## config.mk

```make
export PLATFORM = sky130hd
export DESIGN_NAME = serial_subtractor
export DESIGN_NICKNAME = d
export VERILOG_FILES = /design/src/rtl/serial_sub_pkg.sv /design/src/rtl/half_subtractor.sv /design/src/rtl/serial_subtractor.sv
export SDC_FILE = /design/constraint.sdc
export NUM_CORES = 1
export LEC_CHECK = 0
export ABC_AREA = 1
export CAP_MARGIN = 20
export CORE_UTILIZATION = 35
export DETAILED_ROUTE_END_ITERATION = 12
export PLACE_DENSITY = 0.54
export SYNTH_ARGS = -nofsm -noshare
export SYNTH_HDL_FRONTEND = slang
export SYNTH_HIERARCHICAL = 1
export SYNTH_SLANG_ARGS = --single-unit
```

## constraint.sdc

```tcl
create_clock -name i_clk -period 2.18 [get_ports i_clk]
set_input_delay 0.654 -clock i_clk [delete_from_list [all_inputs] [get_ports i_clk]]
set_output_delay 0.654 -clock i_clk [all_outputs]
set_load 0.05 [all_outputs]
```

## src/rtl/serial_sub_pkg.sv

```systemverilog
// serial_sub_pkg: shared FSM state type and default operand width for serial_subtractor
package serial_sub_pkg;
  localparam int DEFAULT_WIDTH = 8;
  typedef enum logic [1:0] {IDLE, SHIFT, DONE} state_t;
endpackage

```

## src/rtl/half_subtractor.sv

```systemverilog
// half_subtractor: single-bit difference and borrow-out, the building block of the full-subtractor bit cell
module half_subtractor (
  input  logic i_a,
  input  logic i_b,
  output logic o_d,
  output logic o_bout
);
  assign o_d    = i_a ^ i_b;
  assign o_bout = ~i_a & i_b;
endmodule

```

## src/rtl/serial_subtractor.sv

```systemverilog
// serial_subtractor: bit-serial LSB-first a - b with start/busy/done handshake; SERIAL_SUB_OVF_EN adds the o_ovf signed-overflow output
module serial_subtractor
  import serial_sub_pkg::*;
#(
  parameter int WIDTH = DEFAULT_WIDTH
) (
  input  logic             i_clk,
  input  logic             i_rst_n,
  input  logic             i_start,
  input  logic [WIDTH-1:0] i_a,
  input  logic [WIDTH-1:0] i_b,
  output logic             o_busy,
  output logic             o_done,
  output logic [WIDTH-1:0] o_diff,
  output logic             o_borrow
`ifdef SERIAL_SUB_OVF_EN
  ,
  output logic             o_ovf
`endif
);
  localparam int CW = $clog2(WIDTH + 1);
  state_t           r_state, w_next;
  logic [WIDTH-1:0] r_a, r_b, r_res, r_diff;
  logic [CW-1:0]    r_cnt;
  logic             r_br, r_borrow;
  logic             w_d1, w_bo1, w_d, w_bo2, w_br_next, w_accept, w_last;
  // full subtractor: first stage combines the operand bits, second folds in the running borrow
  half_subtractor u_hs0 (.i_a(r_a[0]), .i_b(r_b[0]), .o_d(w_d1), .o_bout(w_bo1));
  half_subtractor u_hs1 (.i_a(w_d1),   .i_b(r_br),   .o_d(w_d),  .o_bout(w_bo2));
  assign w_br_next = w_bo1 | w_bo2;
  assign w_accept  = (r_state != SHIFT) && i_start;
  assign w_last    = (r_state == SHIFT) && (r_cnt == CW'(WIDTH - 1));
  // state register
  always_ff @(posedge i_clk) begin
    if (!i_rst_n) r_state <= IDLE;
    else          r_state <= w_next;
  end
  // next state: a new start is also honoured in the done cycle for back-to-back throughput
  always_comb begin
    w_next = (r_state == SHIFT) ? (w_last ? DONE : SHIFT) : (i_start ? SHIFT : IDLE);
  end
  // handshake outputs decoded from state
  always_comb begin
    o_busy = (r_state == SHIFT);
    o_done = (r_state == DONE);
  end
  // operand shift registers, partial result, running borrow and bit counter
  always_ff @(posedge i_clk) begin
    if (!i_rst_n) begin
      r_a   <= '0;
      r_b   <= '0;
      r_res <= '0;
      r_br  <= 1'b0;
      r_cnt <= '0;
    end else if (w_accept) begin
      r_a   <= i_a;
      r_b   <= i_b;
      r_br  <= 1'b0;
      r_cnt <= '0;
    end else if (r_state == SHIFT) begin
      r_a   <= r_a >> 1;
      r_b   <= r_b >> 1;
      r_res <= {w_d, r_res[WIDTH-1:1]};
      r_br  <= w_br_next;
      r_cnt <= r_cnt + CW'(1);
    end
  end
  // result registers load on the last bit so they are visible in the done cycle and hold afterwards
  always_ff @(posedge i_clk) begin
    if (!i_rst_n) begin
      r_diff   <= '0;
      r_borrow <= 1'b0;
    end else if (w_last) begin
      r_diff   <= {w_d, r_res[WIDTH-1:1]};
      r_borrow <= w_br_next;
    end
  end
  assign o_diff   = r_diff;
  assign o_borrow = r_borrow;
`ifdef SERIAL_SUB_OVF_EN
  logic r_a_msb, r_b_msb, r_ovf;
  // operand sign bits are shifted out of the operand registers, so keep a copy for the overflow test
  always_ff @(posedge i_clk) begin
    if (!i_rst_n) begin
      r_a_msb <= 1'b0;
      r_b_msb <= 1'b0;
      r_ovf   <= 1'b0;
    end else begin
      if (w_accept) begin
        r_a_msb <= i_a[WIDTH-1];
        r_b_msb <= i_b[WIDTH-1];
      end
      if (w_last) r_ovf <= (r_a_msb != r_b_msb) && (w_d != r_a_msb);
    end
  end
  assign o_ovf = r_ovf;
`endif
endmodule

```

# After elaboration in Yosys (flattened, before gate mapping)

Cells that the tools add are included.

Input port bits: 19
Word-level logic and storage cells: 34
Output and inout port bits: 11
Bits in registers: 40

Bitwise gates (word level): 9
Reductions and logical operators: 5
Add/subtract/negate cells: 1
Equality and inequality tests: 4
Mux-type cells: 7

Operator list:

| operator              | count |
|---|---|
| $mux W8               | 4 |
| $add A4 B1 Y4 const B | 1 |
| $eq A4 B3 Y1 const B  | 1 |
| $mux W2               | 2 |
| $not A1 Y1            | 4 |
| $and A1 B1 Y1         | 2 |
| $eq A2 B1 Y1 const B  | 1 |
| $eq A2 B2 Y1 const B  | 1 |
| $logic_and A1 B1 Y1   | 2 |
| $ne A2 B1 Y1 const B  | 1 |
| $reduce_and A2 Y1     | 1 |
| $reduce_bool A2 Y1    | 1 |
| $reduce_or A2 Y1      | 1 |
| $xor A1 B1 Y1         | 2 |
| $mux W1               | 1 |
| $or A1 B1 Y1          | 1 |

# Depth between registers and ports, before layout

Gate-level depths: netlist of the first run.

Depth in word-level cells: 4
Mapped depth: 10
Mapped depth without buffers: 10

# Cells and area by module

The synthesis of the first run kept the hierarchy.

Modules (own cells, without submodules):

| module            | cells an instance | seq. area each (um^2) | instances | area an instance (um^2) |
|---|---|---|---|---|
| serial_subtractor | 234               | 780.7                 | 1         | 1685.4 |
| half_subtractor   | 3                 | 0.0                   | 2         | 20.0 |

# Worst setup path before layout of the first run

No wires, ideal clock.

Path kind: flip-flop to output port
From: reg r_state[1]
To: out o_done
Setup slack: 0.455 ns
Cell stages (with the launch flop): 3
Data required time: 1.526 ns
Data arrival time: 1.071 ns
Buffers on the path: 0
Path through: dfxtp_1 inv_1 nor2_1

Cells in the longest elaborated chain, start to end: 1

Ends and longest elaborated chain:

| item                   | line                    | source |
|---|---|---|
| from (decl)            | serial_subtractor.sv:22 | `state_t r_state, w_next;` |
| from (signal assigned) | serial_subtractor.sv:36 | `else r_state <= w_next;` |
| $eq A2 B2 Y1           | serial_subtractor.sv:45 | `o_done = (r_state == DONE);` |
| to (decl)              | serial_subtractor.sv:13 | `output logic o_done,` |

No other way between the ends.

# Worst setup path in the final report of the first run

From: reg r_diff[6], in the netlist o_diff[6]
To: out o_diff[6]

RTL lines:

| item                   | line                    | source |
|---|---|---|
| from (decl)            | serial_subtractor.sv:23 | `logic [WIDTH-1:0] r_a, r_b, r_res, r_diff;` |
| from (signal assigned) | serial_subtractor.sv:74 | `r_diff <= {w_d, r_res[WIDTH-1:1]};` |
| to (decl)              | serial_subtractor.sv:14 | `output logic [WIDTH-1:0] o_diff,` |

No word-level cell between the ends.

==> impl_metrics.py, run 1 <==
metrics = {
    "outcome": {
        "outcome": "finished clean",
    },
    "clocking": {
        "path_clk_slew_ns": 0.08,
        "clock_latency_ns": 0.29,
        "cts_buffers": 5,
        "clk_path_buf_depth": 2,
        "clkSinkCount": 39,
        "cts_tree": "built",
        "root_buffer": "clkbuf_8",
        "cts_hold_buf": 0,
        "h-tree-depth": 2,
        "cts_resized": 0,
        "post_cts_buffers": 0,
    },
    "final_layout": {
        "seqCellArea_sq_um": 781,
        "nets": 291,
        "final_layout_size_suffix_gt1_share_pct": 8.15,
        "fillers": 477,
        "utilization_pct": 46.3,
        "multi_input_area_sq_um": 754,
        "final_common_cell": "nand3_1",
        "synthToLayoutAreaGrowth_pct": 26.8,
        "final_cell_mix": "65 x nand3_1, 53 x nand2_1, 39 x dfxtp_1",
        "num_antenna_cells": 0,
        "instances_no_fill": 337,
    },
    "sta": {
        "fin_skew_ns": 0.00536,
        "fin_tns_setup_ns": 0,
        "slew_headroom_pct": 67.0,
        "tightest_slew_ns": 0.493,
        "post-route-period-util_pct": 95.2,
        "drv_slew": 0,
        "fmax_ghz": 0.482,
        "setup_violations": 0,
        "fin_ws_ns": 0.104,
        "hold_viol_final": 0,
        "rsz0062_at_grt": "false",
        "fin_crit_ns": 2.08,
    },
    "worst_setup_path": {
        "reg2reg_to": "r_br$_SDFFE_PP0N_",
        "path_buf_inv": 1,
        "cp_data_required_time_ns": 1.53,
        "crit_path_cell_trace": "clkdlybuf4s50_1",
        "worst-setup-path-type": "reg2out",
        "arrival_ns": 1.42,
        "reg2reg_depth": 10,
        "crit_family": "buffers and inverters",
        "start_kind": "flop",
        "cp_slowest_stage_delay_ns": 0.80,
        "rr_startpoint": "r_a[0]$_SDFFE_PN0P_",
        "end_kind": "output port",
        "crit_slowest_cell": "clkdlybuf4s50_1",
        "cp_max_fo": 2,
        "rrSetupSlack_ns": 0.69,
    },
    "worst_hold_path": {
        "min_path_type": "reg2reg",
        "hold-path-cell-count": 2,
        "min_to": "r_a[7]$_SDFFE_PN0P_",
        "worstHoldStart": "r_a[7]$_SDFFE_PN0P_",
    },
    "floorplanning": {
        "row_count": 25,
        "die_h_microns": 72.2,
        "io_pins": 30,
        "die_area_sq_um": 5210,
        "core_sq_um": 4720,
        "initial_utilization_pct": 36.5,
        "fp.dieW_microns": 72.2,
    },
    "placed_design": {
        "port_buffers": 29,
        "placed_cells": 329,
        "place_hpwl_mm": 2.50,
        "post-place-ws_ns": 0.316,
        "gp_congestion": 0.716,
    },
    "power_and_ir_drop": {
        "power_density_nw_per_um2": 712,
        "pwr-share-comb_pct": 11.4,
        "power.share.switching_pct": 23.6,
        "p_switching_mw": 0.368,
        "ir_drop_v": 0.000399,
        "seq_power_share_pct": 48.7,
        "total_power_mw": 1.56,
        "p_int_mw": 1.19,
        "power_frac_clock_pct": 39.9,
        "p_leak_nw": 1.03,
    },
    "synth": {
        "synth_seq_cells": 39,
        "synth_top_cell_by_area": "dfxtp_1",
        "synth_top_area_share_pct": 45.3,
        "synth_fp_nets": 262,
        "syn_area_sq_um": 1730,
        "synth_area_per_cell_sq_um": 7.19,
        "synthCells": 240,
        "synth_area_leaders": "dfxtp_1 45%, nand3_1 19%, nand2_1 12%, inv_1 5.9%, nor2_1 4.4%",
        "synth_cell_types": 18,
        "yosys_warnings": 6,
        "yosysSeqAreaShare_pct": 45.3,
    },
    "global_routing": {
        "grtUsageTotal_pct": 15.1,
        "grtUsageMet1_pct": 19.9,
        "grt_pass1_wl_mm": 6.13,
        "overflow": 0,
        "grt_max_degree": 27,
        "grt-busiest-layer": "met2",
        "antenna_found_initial": 0,
        "grt_util_met3_pct": 4.03,
        "grt_pass1_vias": 1366,
        "use_met2_pct": 23.5,
    },
    "detailed_routing": {
        "wl_per_cell_microns": 10.8,
        "remaining_drc_errors": 0,
        "dr.pass1.iters": 4,
        "first_iter_violations": 73,
        "antenna_left": 0,
        "vias": 1537,
        "drt-total-wl_mm": 3.65,
        "via_per_inst": 4.56,
    },
    "flow_run": {
        "cap_violations": 0,
    },
}
how the worst max path moves through the flow:
stage                           start                   to  slack (ns)  cells after the start
3_5_place_dp                  i_start  r_a[4]$_SDFFE_PN0P_        0.32                      6
4_1_cts        o_diff[6]$_SDFFE_PN0P_            o_diff[6]        0.09                      1
3_3_place_gp                  i_start  r_b[5]$_SDFFE_PN0P_        0.34                      6
5_1_grt        o_diff[0]$_SDFFE_PN0P_            o_diff[0]        0.05                      1
6_report       o_diff[6]$_SDFFE_PN0P_            o_diff[6]        0.10                      1
2_1_floorplan   r_state[1]$_SDFF_PN0_               o_done        0.45                      2
synth_stat cells:
library cell	count
nand3_1	65
buf_4	9
buf_1	1
ha_1	3
inv_1	27
nand2_1	53
nand2_2	1
nor2_4	1
o21ai_0	7
nor3_1	1
a21oi_1	6
clkbuf_1	2
nand3_4	1
buf_2	2
nor2_2	1
or2_2	1
dfxtp_1	39
nor2_1	20
registers in the layout (all words and copies together), names as in the netlist:
register and cells:
r_b 8, r_a 8, r_br 1, r_state 2, o_borrow 1, o_diff 8, r_res 7, r_cnt 4
per-stage QoR:
stage	cell area (sq um)	hold WS, ns
2_1_floorplan	1730	0.439
3_3_place_gp	2070	0.453
3_5_place_dp	2070	0.451
4_1_cts	2190	0.463
5_1_grt	2190	0.487
6_report	2190	0.460
power groups by stage:
stage,combinational [mW],sequential (mW),clock [mW]
floorplan,0.120,0.772,0
global placement,0.180,0.776,0
detailed placement,0.179,0.776,0
CTS,0.180,0.760,0.637
global route,0.201,0.764,0.676
finish,0.177,0.760,0.622
kinds of logic after synthesis:
group | count (synthesis) | synth area share, %
AO/OA/AOI/OAI | 13 | 3.77
adder cells (fa/ha/maj) | 3 | 2.18
buffers and inverters | 41 | 11.0
flip-flops | 39 | 45.3
AND/OR/NAND/NOR | 144 | 37.8
routing by layer:
layer | vias up | wire (microns)
li1 | 822 | -
met1 | 688 | 1840
met2 | 23 | 1620
met3 | 4 | 143
met4 | 0 | 41
met5 | - | 0
area by class of cell:
cell class | count | area share [%]
tap | 67 | 3.83
sequential | 39 | 35.7
clock buffer | 6 | 3.77
clock inverter | 2 | 1.60
timing repair buffer | 36 | 16.0
inverter | 27 | 4.63
multi-input combinational | 160 | 34.5
Power figures use the tool's default switching activity.
==> run 2: changes to the inputs <==
SLEW_MARGIN = 0   (was unset)
==> results of run 2 <==
Final layout, timing and power as in run 1 (identical DEF).
